File: src/rtl/flush_sequencer.sv
// Fence flush sequencer: orders dcache writeback, icache invalidate, bus quiesce,
// timing pad and uarch reset. FENCE completes 3 cycles after request plus ack delay.
// Requests arriving mid-sequence are latched and serviced afterwards; core is halted meanwhile.
module flush_sequencer #(
  parameter int RST_CYCLES = 16,
  parameter int PAD_WIDTH  = 32,
  parameter int VLEN       = 32
) (
  input  logic                 clk_i,
  input  logic                 rst_i,
  input  logic                 fence_req_i,
  input  logic                 fence_i_req_i,
  input  logic                 fence_t_req_i,
  input  logic [VLEN-1:0]      pc_commit_i,
  output logic                 flush_dcache_o,
  input  logic                 flush_dcache_ack_i,
  output logic                 flush_icache_o,
  input  logic                 cache_busy_i,
  input  logic                 time_irq_i,
  input  logic [PAD_WIDTH-1:0] fence_t_pad_i,
  output logic                 rst_uarch_no,
  output logic                 cache_init_no,
  output logic [VLEN-1:0]      rst_addr_o,
  output logic                 halt_o,
  output logic                 done_o
);

  localparam int CW = (RST_CYCLES > 1) ? $clog2(RST_CYCLES) : 1;
  localparam logic [CW-1:0] RST_LAST = CW'(RST_CYCLES - 1);

  typedef enum logic [2:0] {
    S_IDLE, S_FLUSH_D, S_FLUSH_I, S_WAIT, S_RST, S_DONE
  } state_t;

  state_t                 r_state;
  state_t                 w_state_nxt;
  // Pending bits and the snapshot being serviced, ordered {T, I, D}
  logic [2:0]             r_pend;
  logic [2:0]             r_svc;
  logic [2:0]             w_req;
  logic [2:0]             w_clr;
  logic [CW-1:0]          r_rst_cnt;
  logic [CW-1:0]          w_rst_cnt_nxt;
  logic [PAD_WIDTH-1:0]   r_pad_cnt;
  logic                   r_time_irq_q;
  logic                   w_irq_rise;
  logic [2:0]             r_init_sr;
  logic                   r_flush_d;
  logic                   r_flush_i;
  logic                   r_done;
  logic                   r_rst_uarch_n;
  logic [VLEN-1:0]        r_rst_addr;
  logic                   w_need_icache;
  logic                   w_need_fence_t;

  assign w_req          = {fence_t_req_i, fence_i_req_i, fence_req_i};
  // Only the bits snapshotted at sequence start are retired; later arrivals stay pending
  assign w_clr          = (r_state == S_DONE) ? r_svc : 3'b000;
  // FENCE.T implies the icache step; FENCE.I implies the dcache step (always taken)
  assign w_need_icache  = r_svc[1] | r_svc[2];
  assign w_need_fence_t = r_svc[2];
  assign w_irq_rise     = time_irq_i & ~r_time_irq_q;

  // Next-state and reset-counter logic for the sequence FSM
  always_comb begin
    w_state_nxt   = r_state;
    w_rst_cnt_nxt = r_rst_cnt;
    unique case (r_state)
      S_IDLE:    if (|r_pend) w_state_nxt = S_FLUSH_D;
      S_FLUSH_D: if (flush_dcache_ack_i) w_state_nxt = w_need_icache ? S_FLUSH_I : S_DONE;
      S_FLUSH_I: w_state_nxt = w_need_fence_t ? S_WAIT : S_DONE;
      S_WAIT:    if (!cache_busy_i && (r_pad_cnt == '0)) w_state_nxt = S_RST;
      S_RST: begin
        if (r_rst_cnt == RST_LAST) begin
          w_state_nxt   = S_DONE;
          w_rst_cnt_nxt = '0;
        end else begin
          w_rst_cnt_nxt = r_rst_cnt + CW'(1);
        end
      end
      S_DONE:    w_state_nxt = S_IDLE;
      default:   w_state_nxt = S_IDLE;
    endcase
  end

  // State register, registered outputs derived from next state, pending/service bookkeeping
  always_ff @(posedge clk_i) begin
    if (rst_i) begin
      r_state       <= S_IDLE;
      r_rst_cnt     <= '0;
      r_pend        <= 3'b000;
      r_svc         <= 3'b000;
      r_flush_d     <= 1'b0;
      r_flush_i     <= 1'b0;
      r_done        <= 1'b0;
      r_rst_uarch_n <= 1'b1;
      r_init_sr     <= 3'b000;
    end else begin
      r_state       <= w_state_nxt;
      r_rst_cnt     <= w_rst_cnt_nxt;
      r_pend        <= (r_pend & ~w_clr) | w_req;
      if (r_state == S_IDLE && (|r_pend)) r_svc <= r_pend;
      r_flush_d     <= (w_state_nxt == S_FLUSH_D);
      r_flush_i     <= (w_state_nxt == S_FLUSH_I);
      r_done        <= (w_state_nxt == S_DONE);
      r_rst_uarch_n <= (w_state_nxt != S_RST);
      r_init_sr     <= {r_init_sr[1:0], (r_state == S_RST)};
    end
  end

  // Pad counter: reload on timer-irq rising edge (load beats decrement), else count down to 0
  always_ff @(posedge clk_i) begin
    if (rst_i) begin
      r_time_irq_q <= 1'b0;
      r_pad_cnt    <= '0;
    end else begin
      r_time_irq_q <= time_irq_i;
      if (w_irq_rise)
        r_pad_cnt <= fence_t_pad_i;
      else if (r_pad_cnt != '0)
        r_pad_cnt <= r_pad_cnt - PAD_WIDTH'(1);
    end
  end

  // Resume address: instruction after the committing FENCE.T
  always_ff @(posedge clk_i) begin
    if (rst_i)
      r_rst_addr <= '0;
    else if (fence_t_req_i)
      r_rst_addr <= pc_commit_i + VLEN'(4);
  end

  assign flush_dcache_o = r_flush_d;
  assign flush_icache_o = r_flush_i;
  assign done_o         = r_done;
  assign rst_uarch_no   = r_rst_uarch_n;
  assign cache_init_no  = |r_init_sr;
  assign rst_addr_o     = r_rst_addr;
  assign halt_o         = (r_state != S_IDLE) | (|r_pend);

endmodule

File: config.mk
export PLATFORM = sky130hd
export DESIGN_NAME = flush_sequencer
export DESIGN_NICKNAME = d
export VERILOG_FILES = /design/src/rtl/flush_sequencer.sv
export SDC_FILE = /design/constraint.sdc
export NUM_CORES = 1
export LEC_CHECK = 0
export CAP_MARGIN = 20
export CORE_MARGIN = 3
export CORE_UTILIZATION = 42
export CTS_CLUSTER_SIZE = 8
export DETAILED_ROUTE_END_ITERATION = 10
export PLACE_DENSITY_LB_ADDON = 0.2
export SYNTH_ARGS = -nofsm -noshare
export SYNTH_HDL_FRONTEND = slang
export SYNTH_SLANG_ARGS = --single-unit
File: constraint.sdc
create_clock -name clk_i -period 3.21 [get_ports clk_i]
set_clock_uncertainty 0.15 [all_clocks]
set_input_delay 0.321 -clock clk_i [delete_from_list [all_inputs] [get_ports clk_i]]
set_output_delay 0.321 -clock clk_i [all_outputs]
set_load 0.01 [all_outputs]
==> results of run 1 <==
==> through the flow <==
stage | total power, mW | instance area (um2)
3_5_place_dp | 1.82 | 5510
4_1_cts | 2.57 | 5700
6_report | 2.54 | 5700
2_1_floorplan | 1.56 | 4330
5_1_grt | 2.68 | 5700
3_3_place_gp | 1.81 | 5510
==> power by group <==
group | total (mW) | switching (mW) | internal [mW]
registers | 1.23 | 0.0848 | 1.14
logic | 0.574 | 0.277 | 0.297
clock network | 0.743 | 0.442 | 0.301
total | 2.54 | 0.804 | 1.74
==> layout make-up <==
cell class | instances | area share
Inverter | 8 | 0.00527
Timing Repair Buffer | 115 | 0.200
Sequential cell | 85 | 0.299
Multi-Input combinational cell | 407 | 0.435
Clock inverter | 7 | 0.0110
Clock buffer | 9 | 0.0217
Tap cell | 133 | 0.0292
==> sequential cells by signal, summed over array words and instances (netlist names) <==
register / cells
flush_dcache_o: 1
r_state: 3
rst_uarch_no: 1
r_init_sr: 3
r_pad_cnt: 32
r_svc: 3
r_pend: 3
r_rst_cnt: 4
flush_icache_o: 1
r_time_irq_q: 1
done_o: 1
rst_addr_o: 32
==> cells in the final DEF, fill, tap and decap left out, drive strengths merged, types with 8 or more instances in the layout <==
| cell | n |
|---|---|
| or3 | 21 |
| xor2 | 10 |
| xnor2 | 27 |
| o21ai | 20 |
| nor4 | 20 |
| or4 | 10 |
| nor2b | 9 |
| nand3 | 16 |
| nor2 | 78 |
| inv | 13 |
| dfxtp | 85 |
| clkdlybuf4s50 | 107 |
| a211oi | 33 |
| nand4 | 9 |
| buf | 8 |
| nor3 | 21 |
| a311oi | 13 |
| clkbuf | 9 |
| nand2 | 32 |
| a21oi | 22 |
==> metal layers <==
layer | vias up | track usage
met5 | - | 0
met4 | 0 | 0.0712
met3 | 20 | 0.0672
met2 | 113 | 0.323
met1 | 1911 | 0.236
li1 | 2133 | -
==> worst max-delay path by stage <==
stage | to | slack, ns
after global routing | r_pad_cnt[24]$_SDFFE_PP0P_ | 0.09
after global placement | r_pad_cnt[1]$_SDFFE_PP0P_ | 0.39
after detailed placement | r_pad_cnt[1]$_SDFFE_PP0P_ | 0.29
after CTS | r_pad_cnt[1]$_SDFFE_PP0P_ | 0.27
after floorplan | r_pad_cnt[23]$_SDFFE_PP0P_ | 0.63
final | r_pad_cnt[1]$_SDFFE_PP0P_ | 0.27
==> logic make-up after synthesis <==
kind of cell / after synthesis / share of synthesized area
compound gates: 112 / 0.178
xor+xnor: 37 / 0.0749
fa+ha+maj: 4 / 0.0116
buf+inv: 39 / 0.0353
flops: 85 / 0.393
mux: 4 / 0.00954
simple gates: 250 / 0.298
==> worst register-to-register path, stage by stage, from the launching register on <==
cell	delay, ns
dfxtp_1	0.36
or4_1	0.63
or4_1	0.54
or3_1	0.60
mux2_1	0.38
o31ai_1	0.20
==> flow_summary.yaml, run 1 <==
run_status:
  run_status: "complete, no violations"
worst_setup_path:
  crit_fanout: 12
  critical_path_arrival_ns: 3.07
  cp_cell_sequence: "or4_1 > or4_1 > or3_1 > mux2_1 > o31ai_1"
  worstSetupPathType: "reg -> reg"
  r2r_setup_slack_ns: 0.27
  critical_path_buf_inv_count: 0
  reg2reg_to: "r_pad_cnt[1]$_SDFFE_PP0P_"
  crit_start: "r_pad_cnt[24]$_SDFFE_PP0P_"
  crit_top_cell: "or4_1"
  critPathSlowestCell: "or4_1"
  start_kind: "register"
  rr_worst_depth: 5
  worst-path-stages: 5
  cp-end-kind: "register"
  worst_path_dominant_cell_family: "simple AND/OR/NAND/NOR gates"
  r2r_start: "r_pad_cnt[24]$_SDFFE_PP0P_"
  cp.required_ns: 3.34
  critical_path.max_stage_delay_ns: 0.63
place:
  dpl.cell_count: 748
  dp_hpwl_um: 8190
  globalplace.congestion: 0.878
  portBuffers: 109
  pre_cts_ws_ns: 0.294
yosys:
  yosysTopAreaCell: "dfxtp_1"
  ys_async_sr_fraction: 0
  yosysMostFrequentCell: "dfxtp_1"
  ys_types: 48
  avgSynthCellArea_um2: 8.15
  ys_top_cells_by_count: "dfxtp_1 (85), nor2_1 (78), a211oi_1 (33)"
  yosys_most_used_dff: "dfxtp_1"
  yosysSeqAreaShare: 0.393
  synth_area_leaders: "dfxtp_1 (39%), nor2_1 (6.8%), a211oi_1 (5.7%)"
  netlist.area_leader.share: 0.393
  yosys_warnings: 0
  syn-instance-count: 531
  synth_seq_cells: 85
  synth_area_um2: 4330
  synth-edff-count: 0
  syn_nets: 607
grt:
  grt_max_degree: 63
  grt_pass1_vias: 3958
  globalRouteTotalUtil: 0.196
  antenna_found_initial: 0
  grt_pass1_wl_um: 18600
  grt-ovfl-total: 0
pwr:
  worst_ir_drop_vdd_uv: 202
  power_density_nw_per_um2: 446
  leakage_nw: 1.97
timing:
  setup_ws_ns: 0.270
  rsz0062_at_grt: "false"
  whs_ns: 0.296
  fin_tns_setup_ns: 0
  clock.fmax_mhz: 340
  setup_viol: 0
  slew_violations: 0
  worstMarginPinSlew_ns: 1.03
  final_hold_viol_count: 0
  post-route-period-util: 0.916
  period_minus_slack_ns: 2.94
  slew_headroom: 0.310
route:
  drt-total-wl_um: 11200
  dr.pass1.iters: 6
  via_per_inst: 5.47
  route.met2.wl_um: 5300
  wl_met3_um: 942
  num_vias: 4177
  top_layer: "met4"
  drt_iter0_drc: 194
  wirelength_met1_um: 4790
  ant_nets: 0
  wire_per_inst_um: 14.7
  drcViolationCount: 0
clock_network:
  cts_tree: "yes"
  clk_path_buf_depth: 2
  clk_latency_ns: 0.37
  cts-htree-levels: 3
  numCtsBuffers: 9
  clk_root_buffer_cell: "clkbuf_8"
  post_cts_buffers: 0
  ctsHoldBuffers: 0
  cts.sinks: 85
  post_cts_resized: 0
  clk_pin_slew_ns: 0.11
min_path:
  hp-class: "in -> reg"
  hold_depth: 2
  holdPathEnd: "r_pend[2]$_SDFF_PP0_"
  hold_start: "rst_i"
cells_and_area:
  drive_gt1_frac: 0.0475
  fin_util: 0.575
  nets: 702
  area_growth_pct: 31.8
  nFillCells: 919
  seq_area_um2: 1700
  antennaDiodeCount: 0
  final_cell_count_no_fill: 764
  multi_input_area_um2: 2480
die:
  start_util: 0.437
  core_um2: 9910
  top_level_ports: 110
  row_count: 36
  die_y_um: 107
  die_width_um: 107
  die-area_um2: 11600
job:
  drv_cap: 0
Power figures use the tool's default switching activity.
==> run 2, diff against run 1 <==
--- a/config.mk
+++ b/config.mk
@@ -6,8 +6,10 @@
 export NUM_CORES = 1
 export LEC_CHECK = 0
 export CAP_MARGIN = 20
+export CELL_PAD_IN_SITES_DETAIL_PLACEMENT = 1
+export CELL_PAD_IN_SITES_GLOBAL_PLACEMENT = 1
 export CORE_MARGIN = 3
-export CORE_UTILIZATION = 42
+export CORE_UTILIZATION = 36
 export CTS_CLUSTER_SIZE = 8
 export DETAILED_ROUTE_END_ITERATION = 10
 export PLACE_DENSITY_LB_ADDON = 0.2
==> flow_summary.yaml, run 2 (synthesis results as in run 1) <==
route:
  dr.pass1.iters: 4
  num_vias: 4320
  ant_nets: 0
  drt-total-wl_um: 13100
  drcViolationCount: 0
  via_per_inst: 5.57
  wire_per_inst_um: 16.8
  drt_iter0_drc: 140
clock_network:
  cts_tree: "yes"
  cts-htree-levels: 3
  post_cts_buffers: 0
  clk_path_buf_depth: 2
  clk_pin_slew_ns: 0.06
  cts.sinks: 85
  clk_root_buffer_cell: "clkbuf_16"
  numCtsBuffers: 9
  post_cts_resized: 0
  clk_latency_ns: 0.35
  ctsHoldBuffers: 0
cells_and_area:
  final_cell_mix: "clkdlybuf4s50_1 (107), dfxtp_1 (85), nor2_1 (78)"
  antennaDiodeCount: 0
  area_growth_pct: 35.4
  drive_gt1_frac: 0.0490
  nets: 707
  final_area_um2: 5860
  final_common_cell: "clkdlybuf4s50_1"
  final_cell_count_no_fill: 776
worst_setup_path:
  crit_fanout: 13
  worstSetupPathType: "reg -> reg"
  r2r_start: "r_pad_cnt[0]$_SDFFE_PP0P_"
  worst_path_dominant_cell_family: "simple AND/OR/NAND/NOR gates"
  start_kind: "register"
  cp-end-kind: "register"
  r2r_setup_slack_ns: 0.27
  critPathSlowestCell: "or4_1"
  reg2reg_to: "r_pad_cnt[24]$_SDFFE_PP0P_"
  rr_worst_depth: 7
  cp.required_ns: 3.31
  cp_cell_sequence: "inv_1 > ha_1 > or3b_2 > or4_1 > or2_0 > or3_1 > a311oi_1"
  critical_path_arrival_ns: 3.04
  critical_path.max_stage_delay_ns: 0.64
  critical_path_buf_inv_count: 1
pwr:
  power_density_nw_per_um2: 484
  worst_ir_drop_vdd_uv: 206
  leakage_nw: 2.04
min_path:
  hold_depth: 2
  holdPathEnd: "rst_addr_o[28]$_SDFFE_PP0P_"
  hold_start: "fence_t_req_i"
  hp-class: "in -> reg"
grt:
  antenna_found_initial: 0
  grt_pass1_wl_um: 21500
  grt_max_degree: 63
  grt-ovfl-total: 0
  grt_pass1_vias: 4521
  globalRouteTotalUtil: 0.201
run_status:
  run_status: "complete, no violations"
place:
  pre_cts_ws_ns: 0.204
  dp_hpwl_um: 9520
  dpl.cell_count: 762
  place_area_um2: 5570
  portBuffers: 109
  globalplace.congestion: 0.829
die:
  core_um2: 11600
  row_count: 39
  die-area_um2: 13400
  start_util: 0.374
  die_y_um: 116
  die_width_um: 116
  top_level_ports: 110
job:
  drv_cap: 0
timing:
  fin_tns_setup_ns: 0
  rsz0062_at_grt: "false"
  clock.fmax_mhz: 340
  period_minus_slack_ns: 2.94
  slew_violations: 0
  post-route-period-util: 0.917
  worstMarginPinSlew_ns: 0.797
  slew_headroom: 0.468
  final_hold_viol_count: 0
  whs_ns: 0.129
  setup_ws_ns: 0.265
  setup_viol: 0
[run 2: routing by layer]
| layer | part of all wire | GRT usage |
|---|---|---|
| met2 | 0.46 | 0.328 |
| met5 | 0 | 0 |
| met1 | 0.43 | 0.236 |
| met3 | 0.077 | 0.0768 |
| met4 | 0.027 | 0.0897 |
[run 2: layout make-up]
cell class | count | area [um2]
Fill cell | 1377 | 5710
Multi-Input combinational cell | 407 | 2480
Sequential cell | 85 | 1700
Timing Repair Buffer | 120 | 1200
Clock buffer | 10 | 229
Tap cell | 143 | 179
Clock inverter | 3 | 40.0
Inverter | 8 | 30.0
[run 2: stage by stage]
| step | power (mW) | utilization |
|---|---|---|
| after floorplan | 1.56 | - |
| after global placement | 1.83 | 0.482 |
| after detailed placement | 1.85 | 0.482 |
| after CTS | 2.86 | 0.505 |
| after global routing | 2.99 | 0.507 |
| final | 2.83 | 0.507 |
[run 2: power breakdown]
part | leakage (nW) | internal, mW | switching, mW
clock network | 0.134 | 0.587 | 0.418
logic | 1.20 | 0.306 | 0.292
registers | 0.703 | 1.14 | 0.0863
[run 2: worst max-delay path by stage]
stage,slack (ns),cells after the start,startpoint,to
CTS,0.25,7,r_pad_cnt[0]$_SDFFE_PP0P_,r_pad_cnt[24]$_SDFFE_PP0P_
finish,0.27,7,r_pad_cnt[0]$_SDFFE_PP0P_,r_pad_cnt[24]$_SDFFE_PP0P_
global route,0.10,7,r_pad_cnt[0]$_SDFFE_PP0P_,r_pad_cnt[24]$_SDFFE_PP0P_
global placement,0.38,5,r_pad_cnt[24]$_SDFFE_PP0P_,r_pad_cnt[1]$_SDFFE_PP0P_
floorplan,0.63,6,r_pad_cnt[7]$_SDFFE_PP0P_,r_pad_cnt[23]$_SDFFE_PP0P_
detailed placement,0.20,5,r_pad_cnt[24]$_SDFFE_PP0P_,r_pad_cnt[1]$_SDFFE_PP0P_
==> run 3, diff against run 2 <==
--- a/config.mk
+++ b/config.mk
@@ -5,6 +5,7 @@
 export SDC_FILE = /design/constraint.sdc
 export NUM_CORES = 1
 export LEC_CHECK = 0
+export ABC_CLOCK_PERIOD_IN_PS = 3210
 export CAP_MARGIN = 20
 export CELL_PAD_IN_SITES_DETAIL_PLACEMENT = 1
 export CELL_PAD_IN_SITES_GLOBAL_PLACEMENT = 1
==> results of run 3 <==
No change in the layout: final DEF, timing and power equal those of run 2.
